<file path="config.mk">
export PLATFORM = sky130hd
export DESIGN_NAME = mem_bus_arbiter
export DESIGN_NICKNAME = d
export VERILOG_FILES = /design/src/rtl/mem_bus_arbiter.sv
export SDC_FILE = /design/constraint.sdc
export NUM_CORES = 1
export LEC_CHECK = 0
export BUFFER_PORTS_ARGS = -buffer_cell sky130_fd_sc_hd__buf_4
export CAP_MARGIN = 20
export CORE_AREA = 2 2 120 122
export CTS_CLUSTER_DIAMETER = 150
export DETAILED_ROUTE_END_ITERATION = 12
export DIE_AREA = 0 0 122 124
export SLEW_MARGIN = 20
export SYNTH_ARGS = -nofsm -noshare
export SYNTH_HDL_FRONTEND = slang
export SYNTH_SLANG_ARGS = --single-unit
</file>
<file path="constraint.sdc">
create_clock -name clk -period 3.9 [get_ports clk]
set_input_delay 0.585 -clock clk [delete_from_list [all_inputs] [get_ports clk]]
set_output_delay 0.585 -clock clk [all_outputs]
set_load 0.05 [all_outputs]
</file>
<file path="src/rtl/mem_bus_arbiter.sv">
// Shares the core-side memory port between fetch reads, store-buffer reads and
// store-buffer writes: two-state grant FSM, fixed priority with write anti-starvation.
module mem_bus_arbiter #(
  parameter int ADDR_WIDTH   = 32,
  parameter int DATA_WIDTH   = 32,
  parameter int SIZE_WIDTH   = 3,
  parameter int STARVE_LIMIT = 8
) (
  input  logic                  clk,
  input  logic                  rst,
  input  logic [ADDR_WIDTH-1:0] if_arb_read_addr,
  input  logic                  if_arb_read_req,
  output logic                  arb_if_read_ack,
  output logic [DATA_WIDTH-1:0] arb_if_data,
  input  logic [ADDR_WIDTH-1:0] stbuf_bus_read_addr,
  input  logic [SIZE_WIDTH-1:0] stbuf_bus_read_size,
  input  logic                  stbuf_bus_read_req,
  output logic                  bus_stbuf_read_ack,
  output logic [DATA_WIDTH-1:0] bus_stbuf_data,
  input  logic [ADDR_WIDTH-1:0] stbuf_bus_write_addr,
  input  logic [SIZE_WIDTH-1:0] stbuf_bus_write_size,
  input  logic [DATA_WIDTH-1:0] stbuf_bus_data,
  input  logic                  stbuf_bus_write_req,
  output logic                  bus_stbuf_write_ack,
  input  logic                  flush,
  output logic                  arb_mem_req,
  output logic                  arb_mem_we,
  output logic [ADDR_WIDTH-1:0] arb_mem_addr,
  output logic [SIZE_WIDTH-1:0] arb_mem_size,
  output logic [DATA_WIDTH-1:0] arb_mem_wdata,
  input  logic                  mem_arb_ack,
  input  logic [DATA_WIDTH-1:0] mem_arb_rdata,
  output logic                  arb_busy,
  output logic [1:0]            arb_grant_id
);

  localparam int CNT_WIDTH = $clog2(STARVE_LIMIT + 1);
  localparam logic [CNT_WIDTH-1:0] STARVE_MAX = CNT_WIDTH'(STARVE_LIMIT);
  localparam logic [1:0] OWN_NONE  = 2'd0;
  localparam logic [1:0] OWN_FETCH = 2'd1;
  localparam logic [1:0] OWN_RD    = 2'd2;
  localparam logic [1:0] OWN_WR    = 2'd3;

  typedef enum logic {IDLE = 1'b0, BUSY = 1'b1} state_t;

  state_t                state_reg, state_next;
  logic [1:0]            owner_reg;
  logic [1:0]            winner;
  logic                  drop_reg;
  logic [CNT_WIDTH-1:0]  starve_reg;
  logic [ADDR_WIDTH-1:0] addr_reg;
  logic [SIZE_WIDTH-1:0] size_reg;
  logic [DATA_WIDTH-1:0] wdata_reg;
  logic                  we_reg;
  logic                  starved;
  logic                  owner_is_read;
  logic                  done;
  logic                  suppress;
  logic [DATA_WIDTH-1:0] rd_mask;

  assign starved       = (starve_reg >= STARVE_MAX);
  assign owner_is_read = (owner_reg == OWN_FETCH) || (owner_reg == OWN_RD);

  // Reads are ineligible during flush; a starved write overrides normal priority.
  always_comb begin
    winner = OWN_NONE;
    if (starved && stbuf_bus_write_req)
      winner = OWN_WR;
    else if (stbuf_bus_read_req && !flush)
      winner = OWN_RD;
    else if (if_arb_read_req && !flush)
      winner = OWN_FETCH;
    else if (stbuf_bus_write_req)
      winner = OWN_WR;
  end

  always_ff @(posedge clk or negedge rst) begin
    if (!rst)
      state_reg <= IDLE;
    else
      state_reg <= state_next;
  end

  always_comb begin
    state_next = state_reg;
    case (state_reg)
      IDLE: if (winner != OWN_NONE) state_next = BUSY;
      BUSY: if (mem_arb_ack) state_next = IDLE;
      default: state_next = IDLE;
    endcase
  end

  // Store-buffer reads return only the requested low-order bytes.
  always_comb begin
    rd_mask = {DATA_WIDTH{1'b1}};
    if (size_reg == SIZE_WIDTH'(1))
      rd_mask = DATA_WIDTH'(16'h00FF);
    else if (size_reg == SIZE_WIDTH'(2))
      rd_mask = DATA_WIDTH'(16'hFFFF);
  end

  always_comb begin
    arb_mem_req         = (state_reg == BUSY);
    arb_busy            = (state_reg == BUSY);
    arb_grant_id        = owner_reg;
    done                = (state_reg == BUSY) && mem_arb_ack;
    suppress            = owner_is_read && (drop_reg || flush);
    arb_if_read_ack     = done && !suppress && (owner_reg == OWN_FETCH);
    bus_stbuf_read_ack  = done && !suppress && (owner_reg == OWN_RD);
    bus_stbuf_write_ack = done && (owner_reg == OWN_WR);
    arb_if_data         = arb_if_read_ack ? mem_arb_rdata : '0;
    bus_stbuf_data      = bus_stbuf_read_ack ? (mem_arb_rdata & rd_mask) : '0;
  end

  assign arb_mem_we    = we_reg;
  assign arb_mem_addr  = addr_reg;
  assign arb_mem_size  = size_reg;
  assign arb_mem_wdata = wdata_reg;

  always_ff @(posedge clk or negedge rst) begin
    if (!rst) begin
      owner_reg <= OWN_NONE;
      drop_reg  <= 1'b0;
      addr_reg  <= '0;
      size_reg  <= '0;
      wdata_reg <= '0;
      we_reg    <= 1'b0;
    end else if (state_reg == IDLE) begin
      owner_reg <= winner;
      case (winner)
        OWN_FETCH: begin
          addr_reg  <= if_arb_read_addr;
          size_reg  <= SIZE_WIDTH'(4);
          wdata_reg <= '0;
          we_reg    <= 1'b0;
        end
        OWN_RD: begin
          addr_reg  <= stbuf_bus_read_addr;
          size_reg  <= stbuf_bus_read_size;
          wdata_reg <= '0;
          we_reg    <= 1'b0;
        end
        OWN_WR: begin
          addr_reg  <= stbuf_bus_write_addr;
          size_reg  <= stbuf_bus_write_size;
          wdata_reg <= stbuf_bus_data;
          we_reg    <= 1'b1;
        end
        default: ;
      endcase
    end else if (mem_arb_ack) begin
      owner_reg <= OWN_NONE;
      drop_reg  <= 1'b0;
    end else if (flush && owner_is_read) begin
      drop_reg <= 1'b1;
    end
  end

  always_ff @(posedge clk or negedge rst) begin
    if (!rst)
      starve_reg <= '0;
    else if (state_reg == IDLE) begin
      if (winner == OWN_WR)
        starve_reg <= '0;
      else if (stbuf_bus_write_req && !starved)
        starve_reg <= starve_reg + 1'b1;
    end else if (stbuf_bus_write_req && owner_reg != OWN_WR && !starved)
      starve_reg <= starve_reg + 1'b1;
  end

endmodule
</file>
Yosys cells after proc, flatten, opt, wreduce, memory -nomap -nowiden
Index checks and enable logic that the tools add are counted.

storage, ports and cells
  word-level logic and storage cells = 74
  bits in registers = 76
  input bits = 173

cells by class
  add/sub/neg operators = 1
  magnitude comparators = 1
  bitwise logic cells = 2
  eq/ne operators = 11
  mux-type cells = 23
  reductions and logical operators = 28

operators with widths
  operator               count
  $mux W32               4
  $pmux W32 S3           1
  $pmux W32 S2           1
  $and A32 B32 Y32       1
  $mux W4                4
  $logic_and A1 B1 Y1    13
  $mux W2                6
  $pmux W3 S3            1
  $eq A2 B2 Y1 const B   4
  $reduce_and A2 Y1      4
  $reduce_bool A2 Y1     3
  $reduce_bool A3 Y1     2
  $add A4 B1 Y4 const B  1
  $eq A2 B1 Y1 const B   2
  $ge A4 B4 Y1 const B   1
  $mux W1                4
  $ne A2 B2 Y1 const B   2
  $pmux W1 S2            2
  $eq A3 B1 Y1 const B   1
  $eq A3 B2 Y1 const B   1
  $logic_not A1 Y1       3
  $logic_or A1 B1 Y1     2
  $ne A2 B1 Y1 const B   1
  $reduce_or A2 Y1       1
  $not A1 Y1             1

Logic depth before layout (Yosys ltp)
Gate-level depths: netlist of the first run.

  depth after elaboration = 9
  gate-level depth with buffers = 7
  gate-level depth less buffers = 5

Worst setup path before layout of the first run
Ideal clock, no wire load.

  kind = register to output
  start point = reg owner_reg[0], in the netlist arb_grant_id[0]
  end point = out arb_if_data[22]
  data arrival time = 2439 ps
  slack = 876 ps
  cell stages (with the launch flop) = 6
  cell sequence = dfrtp_1 inv_1 ha_1 o2111a_1 clkbuf_1 and2_1

on the way
  cells in the longest elaborated chain, start to end = 7
  elaborated cells on any way between the ends = 8
  classes of those cells = eq/ne (2); mux (1); reduce/logical (5)

ends and longest elaborated chain
  what                                                 RTL line  RTL
  start: declaration                                   47        logic [1:0] owner_reg;
  start signal: assignment                             129       owner_reg <= winner;
  $eq A2 B1 Y1 / $eq A2 B2 Y1 (equally long branches)  62, 108
  $logic_or A1 B1 Y1                                   62        assign owner_is_read = (owner_reg == OWN_FETCH) || (owner_reg == OWN_RD);
  $logic_and A1 B1 Y1                                  107       suppress = owner_is_read && (drop_reg || flush);
  $logic_not A1 Y1                                     108       arb_if_read_ack = done && !suppress && (owner_reg == OWN_FETCH);
  $logic_and A1 B1 Y1                                  108
  $logic_and A1 B1 Y1 *                                108
  named net arb_if_read_ack                            13        output logic arb_if_read_ack,
  $mux W32 *                                           111       arb_if_data = arb_if_read_ack ? mem_arb_rdata : '0;
  end: declaration                                     14        output logic [DATA_WIDTH-1:0] arb_if_data,

The timed path passes the listed nets; every way through them passes the cells marked *.

Final worst setup path of the first run
  start point = reg owner_reg[0], in the netlist arb_grant_id[0]
  end point = out arb_if_data[2]

on the way
  cells in the longest elaborated chain, start to end = 7
  elaborated cells on any way between the ends = 8
  classes of those cells = eq/ne (2); mux (1); reduce/logical (5)

ends and longest elaborated chain
  what                                                 RTL line
  $eq A2 B1 Y1 / $eq A2 B2 Y1 (equally long branches)  62, 108
  $logic_or A1 B1 Y1                                   62
  $logic_and A1 B1 Y1                                  107
  $logic_not A1 Y1                                     108
  $logic_and A1 B1 Y1                                  108
  $logic_and A1 B1 Y1 *                                108
  $mux W32 *                                           111

Mark *: on every way between the ends. The rest lies on a longest branch, timed or not.

==> reports/results.tsv, run 1 <==
metric	value	unit
final_common_cell	buf_4	
p_seq_share	29.5	%
power_density	632	nW/um^2
avgRoutedWirePerCell	16.9	um
cts_buffer_depth	2	
port_buffers	311	
synth-seq-area-share	49.5	%
route.vias.total	4047	
synth_warnings	0	
nFillCells	1302	
rsz0062_at_grt	false	
die_h	124	um
holdWs	280	ps
min_period	2910	ps
synthCells	366	
crit_required	3310	ps
clk_latency	330	ps
avgSynthCellArea	10.5	um^2
antenna_found_initial	1	
max_freq	344	MHz
diodes	0	
slew_viol_final	0	
synth_nets	544	
setup-tns-final	0	ps
first_global_vias	3951	
comb_power_share	51.4	%
slew_headroom	35.8	%
end_kind	output port	
yosys.area.top_type_share	49.5	%
finalCritPeriodShare	74.6	%
grt_max_degree	77	
dp_hpwl	11100	um
cts.sinks	76	
drt_wl_total	14200	um
cts_resized	0	
ys_ff_latch	76	
io_pins	312	
hold_buffers	0	
worst_pin_slew	960	ps
drtAntennaViolNets	0	
gp_congestion	0.791	
synth_edf_count	0	
switching_share	46.8	%
synth_top_cells_by_area	dfrtp_1, and2_1, a222oi_1, a22o_1, o21ai_1	
synth.distinct_cells	35	
root_buffer	clkbuf_16	
fp.dieW	122	um
cp-start-kind	register	
outcome	finished, final reports clean	
internal-power	0.00219	W
drtIter0Drc	238	
nets	835	
max-vdd-ir-drop	264	uV
area_delta_synth_final	69.4	%
die-area	15100	um^2
hold_viol_final	0	
total_power	0.00412	W
p_sw	0.00193	W
core_area	13700	um^2
synth_area	3840	um^2
synth_top_area_cell	dfrtp_1	
rows	43	
place_inst	826	
path_clk_slew	60	ps
cts_tree	built	
cap_violations	0	
dp_worst_setup_slack	1270	ps
fin_skew	6.53	ps
grt_usage	17.9	%
grt_pass1_wl	20900	um
initial_core_util	28.0	%
drc	0	
crit_fanout	33	
via_per_inst	4.81	
worst_slack	990	ps
hp-class	in -> async	
cts_setup_buffers	0	
synthArstFlopShare	100	%
ys.flop_type	dfrtp_1	
final_cell_mix	buf_4, dfrtp_1, and2_1, nand2_1, o21ai_1	
numCtsBuffers	9	
drt_first_pass_iters	6	
finalSetupViolations	0	
instances_no_fill	842	
arrival	2320	ps
htree_levels	3	
leakage	3.40	nW
layout-drive-gt1-share	50.9	%
setup.worst_path.class	reg -> out	
clockPowerShare	19.1	%
grt_overflow	0	
[cells by family after synthesis]
family | share of synthesized area [%]
XOR/XNOR | 0.684
adder cells (fa/ha/maj) | 1.63
AO/OA/AOI/OAI | 25.7
flip-flops | 49.5
buffers and inverters | 6.77
AND/OR/NAND/NOR | 15.8
[through the flow]
step	utilization (%)	instance area, um^2
3_5_place_dp	45.3	6220
4_1_cts	47.4	6510
2_1_floorplan	-	3840
5_1_grt	47.5	6510
3_3_place_gp	45.3	6220
6_report	47.5	6510
[Yosys cell counts, types with 2 or more instances]
cell type	instances
dfrtp_1	76
and2_1	64
nand2_1	36
o21ai_1	34
a22o_1	33
a222oi_1	32
buf_2	13
clkbuf_1	11
inv_1	10
buf_6	9
ha_1	5
nor2_1	5
o21ai_0	4
a21o_1	3
a21oi_1	3
nand3_1	3
a221oi_1	2
and3_1	2
buf_4	2
o2111a_1	2
o31a_1	2
xor2_1	2
[routing by layer]
| metal | global-route usage [%] | vias to the layer above | part of all wire (%) |
|---|---|---|---|
| li1 | - | 1925 | - |
| met1 | 18.7 | 1908 | 34 |
| met2 | 34.8 | 192 | 56 |
| met3 | 4.53 | 20 | 8.1 |
| met4 | 6.25 | 2 | 1.8 |
| met5 | 0 | - | 0.070 |
[layout make-up]
cell class                 instances  area, um^2  area share [%]
multi-input combinational        245        1690            25.9
tap                              180         225            3.46
clock inverter                     5        36.3           0.557
clock buffer                      11         253            3.88
inverter                          10        37.5           0.576
timing repair buffer             315        2370            36.4
sequential                        76        1900            29.2
[worst max-delay path, cell delays in order (launching register included)]
cell	delay [ps]
dfrtp_1	420
inv_1	70
ha_1	320
o2111a_1	750
and2_1	230
buf_4	200
[power groups by stage]
stage | combinational [W] | clock [W] | sequential [W]
floorplan | 0.000622 | 0 | 0.00201
global placement | 0.00212 | 0 | 0.00122
detailed placement | 0.00214 | 0 | 0.00123
CTS | 0.00214 | 0.000814 | 0.00122
global route | 0.00224 | 0.000851 | 0.00125
finish | 0.00212 | 0.000786 | 0.00121
[final timing paths]
kind	startpoint	end	slack, ps	cells after the start
worst max register to register	starve_reg[3]$_DFFE_PN0P_	arb_mem_addr[12]$_DFFE_PN0P_	1650	4
min in group clk	stbuf_bus_data[24]	arb_mem_wdata[24]$_DFFE_PN0P_	470	2
worst max-delay path	arb_grant_id[0]$_DFFE_PN0P_	arb_if_data[2]	990	5
max in group asynchronous	rst	arb_mem_size[0]$_DFFE_PN0P_	3130	1
worst min register to register	arb_mem_we$_DFFE_PN0P_	arb_mem_we$_DFFE_PN0P_	480	1
worst min-delay path	rst	arb_mem_wdata[12]$_DFFE_PN0P_	280	1
Note: power is estimated with default switching activity, not from simulation.
==> run 2: changes to the inputs <==
--- a/config.mk
+++ b/config.mk
@@ -5,12 +5,13 @@
 export SDC_FILE = /design/constraint.sdc
 export NUM_CORES = 1
 export LEC_CHECK = 0
+export ABC_AREA = 1
 export BUFFER_PORTS_ARGS = -buffer_cell sky130_fd_sc_hd__buf_4
 export CAP_MARGIN = 20
-export CORE_AREA = 2 2 120 122
+export CORE_MARGIN = 2
+export CORE_UTILIZATION = 30
 export CTS_CLUSTER_DIAMETER = 150
 export DETAILED_ROUTE_END_ITERATION = 12
-export DIE_AREA = 0 0 122 124
 export SLEW_MARGIN = 20
 export SYNTH_ARGS = -nofsm -noshare
 export SYNTH_HDL_FRONTEND = slang
==> constraint.sdc (replaced) <==
create_clock -name clk -period 2.4 [get_ports clk]
set_input_delay 0.36 -clock clk [delete_from_list [all_inputs] [get_ports clk]]
set_output_delay 0.36 -clock clk [all_outputs]
set_load 0.05 [all_outputs]
==> reports/results.tsv, run 2 <==
metric	value	unit
synthTopCellsByCount	nand2_1, nor2_1, dfrtp_1	
power_density	1150	nW/um^2
area_delta_synth_final	75.7	%
hp-class	in -> reg	
min_to	arb_mem_wdata[26]$_DFFE_PN0P_	
synth_top_cells_by_area	dfrtp_1, nand2_1, nor2_1, nand3_1, inv_1	
root_buffer	clkbuf_16	
ys.flop_type	dfrtp_1	
grt_pass1_wl	24100	um
core_area	13900	um^2
hold_start	stbuf_bus_data[26]	
synth_area	4260	um^2
grt_usage	20.6	%
initial_core_util	30.7	%
antenna_found_initial	0	
worst_pin_slew	651	ps
synth.distinct_cells	25	
cap_violations	0	
synth_top_area_cell	dfrtp_1	
synth-seq-area-share	44.7	%
clk_latency	330	ps
drc	0	
leakage	4.12	nW
fin_util	53.9	%
fin_skew	5.08	ps
drtAntennaViolNets	0	
grt_overflow	0	
first_global_vias	4452	
htree_levels	3	
whs_path_depth	3	
startpoint	arb_grant_id[0]$_DFFE_PN0P_	
ys_ff_latch	76	
crit_fanout	5	
r2r_start	starve_reg[3]$_DFFE_PN0P_	
finalCritPeriodShare	96.8	%
dp_hpwl	12300	um
crit_required	2040	ps
total_power	0.00859	W
slowest_delay	380	ps
max-vdd-ir-drop	595	uV
reg2regPathDepth	6	
drt_wl_total	16700	um
avgRoutedWirePerCell	15.1	um
crit_chain	inv_1 -> ha_1 -> inv_1 -> o21ai_2 -> nand3_2 -> buf_4 -> buf_12 -> nor3_4 -> buf_4	
max_freq	430	MHz
nets	1099	
gp_congestion	0.826	
io_pins	312	
synth_edf_count	0	
cp_num_buf_inv	5	
setup.worst_path.class	reg -> out	
die-area	15200	um^2
yosys.area.top_type_share	44.7	%
reg2reg_to	arb_mem_addr[27]$_DFFE_PN0P_	
cts_buffer_depth	2	
rows	43	
route.vias.total	5002	
synthArstFlopShare	100	%
r2r_setup_slack	700	ps
cts_tree	built	
synth_nets	797	
cts.sinks	76	
final_common_cell	buf_4	
crit_slowest_cell	dfrtp_2	
min_period	2320	ps
die_h	123	um
hold_viol_final	0	
layout-drive-gt1-share	45.4	%
cp-start-kind	register	
finalSetupViolations	0	
diodes	0	
slew_viol_final	0	
synthCells	619	
crit_family	buffers and inverters	
drtIter0Drc	223	
numCtsBuffers	9	
synth_warnings	0	
final_cell_mix	buf_4, nand2_1, nor2_1, dfrtp_1, nand3_1	
end_kind	output port	
fp.dieW	123	um
port_buffers	311	
path_clk_slew	60	ps
yosys.cell_count.top_type	nand2_1	
avgSynthCellArea	6.88	um^2
grt_max_degree	52	
outcome	finished, final reports clean	
via_per_inst	4.52	
drt_first_pass_iters	4	
arrival	1960	ps
slew_headroom	56.5	%
run 2: cell types whose count changed in the layout (fill, tap and decap cells not counted), moves of 6 or more:
cell,before,now
and2_1,64,0
nor2_2,0,38
a22o_1,33,0
o21ai_1,34,0
nand3_1,3,69
inv_1,10,48
nor3_4,0,16
a222oi_1,32,0
nor2_1,5,76
nand2_1,36,188
a21oi_1,3,33
nor3_2,0,6
run 2: logic make-up (layout without fill, tap and decap cells):
family	Yosys count	in the layout	share of synthesized area [%]
xor gates and xnor gates	2	2	0.411
adders and majority gates	5	5	1.47
and+or+nand+nor	406	406	39.4
DFF	76	76	44.7
buffers and inverters	90	397	9.31
AOI/OAI and AO/OA	40	40	4.76
run 2: final cells by class:
cell class | count | area (um^2)
multi-input cells | 453 | 2280
inverters | 54 | 205
well taps | 180 | 225
repair buffers | 327 | 2570
fillers | 1429 | 6400
flip-flops and latches | 76 | 1900
clock inverters | 5 | 61.3
clock buffers | 11 | 243
run 2: repair_timing:
item | CTS | global route
pin swaps | 0 | 1
endpoints found under the hold margin | 23 | 0
setup endpoints to repair | 2 | 24
cloned | 0 | 4
setup buffers | 0 | 1
hold buffers | 1 | 0
gates resized for setup | 2 | 6
run 2: where the power goes:
group	total [W]	internal (W)	switching, W
Sequential	0.00215	0.00182	0.000329
Combinational	0.00506	0.00147	0.00359
Clock	0.00138	0.000838	0.000539
run 2: metal layers:
layer  wire length [um]  global-route usage (%)  vias up
li1                   -                       -     2538
met1               6890                    26.4     2274
met2               8070                    33.6      176
met3               1520                    6.13       14
met4                217                    6.18        0
met5                  0                       0        -
run 2: worst register-to-register path, delay by kind of cell, from the launching register on:
kind / cells / cell delay (ps)
AOI/OAI and AO/OA: 1 / 190
buffers and inverters: 1 / 500
DFF: 1 / 390
and+or+nand+nor: 4 / 540
run 2: worst max path at each step:
stage | slack, ps | depth (start not counted) | end
after floorplan | -230 | 6 | bus_stbuf_data[31]
after global placement | 390 | 8 | bus_stbuf_data[10]
after detailed placement | 360 | 8 | bus_stbuf_data[10]
after CTS | -1 | 8 | bus_stbuf_data[13]
after global routing | -10 | 9 | bus_stbuf_data[17]
final | 80 | 9 | bus_stbuf_data[13]
run 2: stage by stage:
stage / hold WS (ps) / setup TNS (ps) / instances / setup slack [ps] / cell area [um^2]
final: 217 / 0 / 1106 / 76.1 / 7480
after CTS: 208 / -0.957 / 1101 / -0.957 / 7370
after global placement: 295 / 0 / 1084 / 394 / 7040
after detailed placement: 308 / 0 / 1084 / 361 / 7040
after global routing: 216 / -57.5 / 1106 / -10.7 / 7480
after floorplan: 64.4 / -2160 / 619 / -229 / 4560
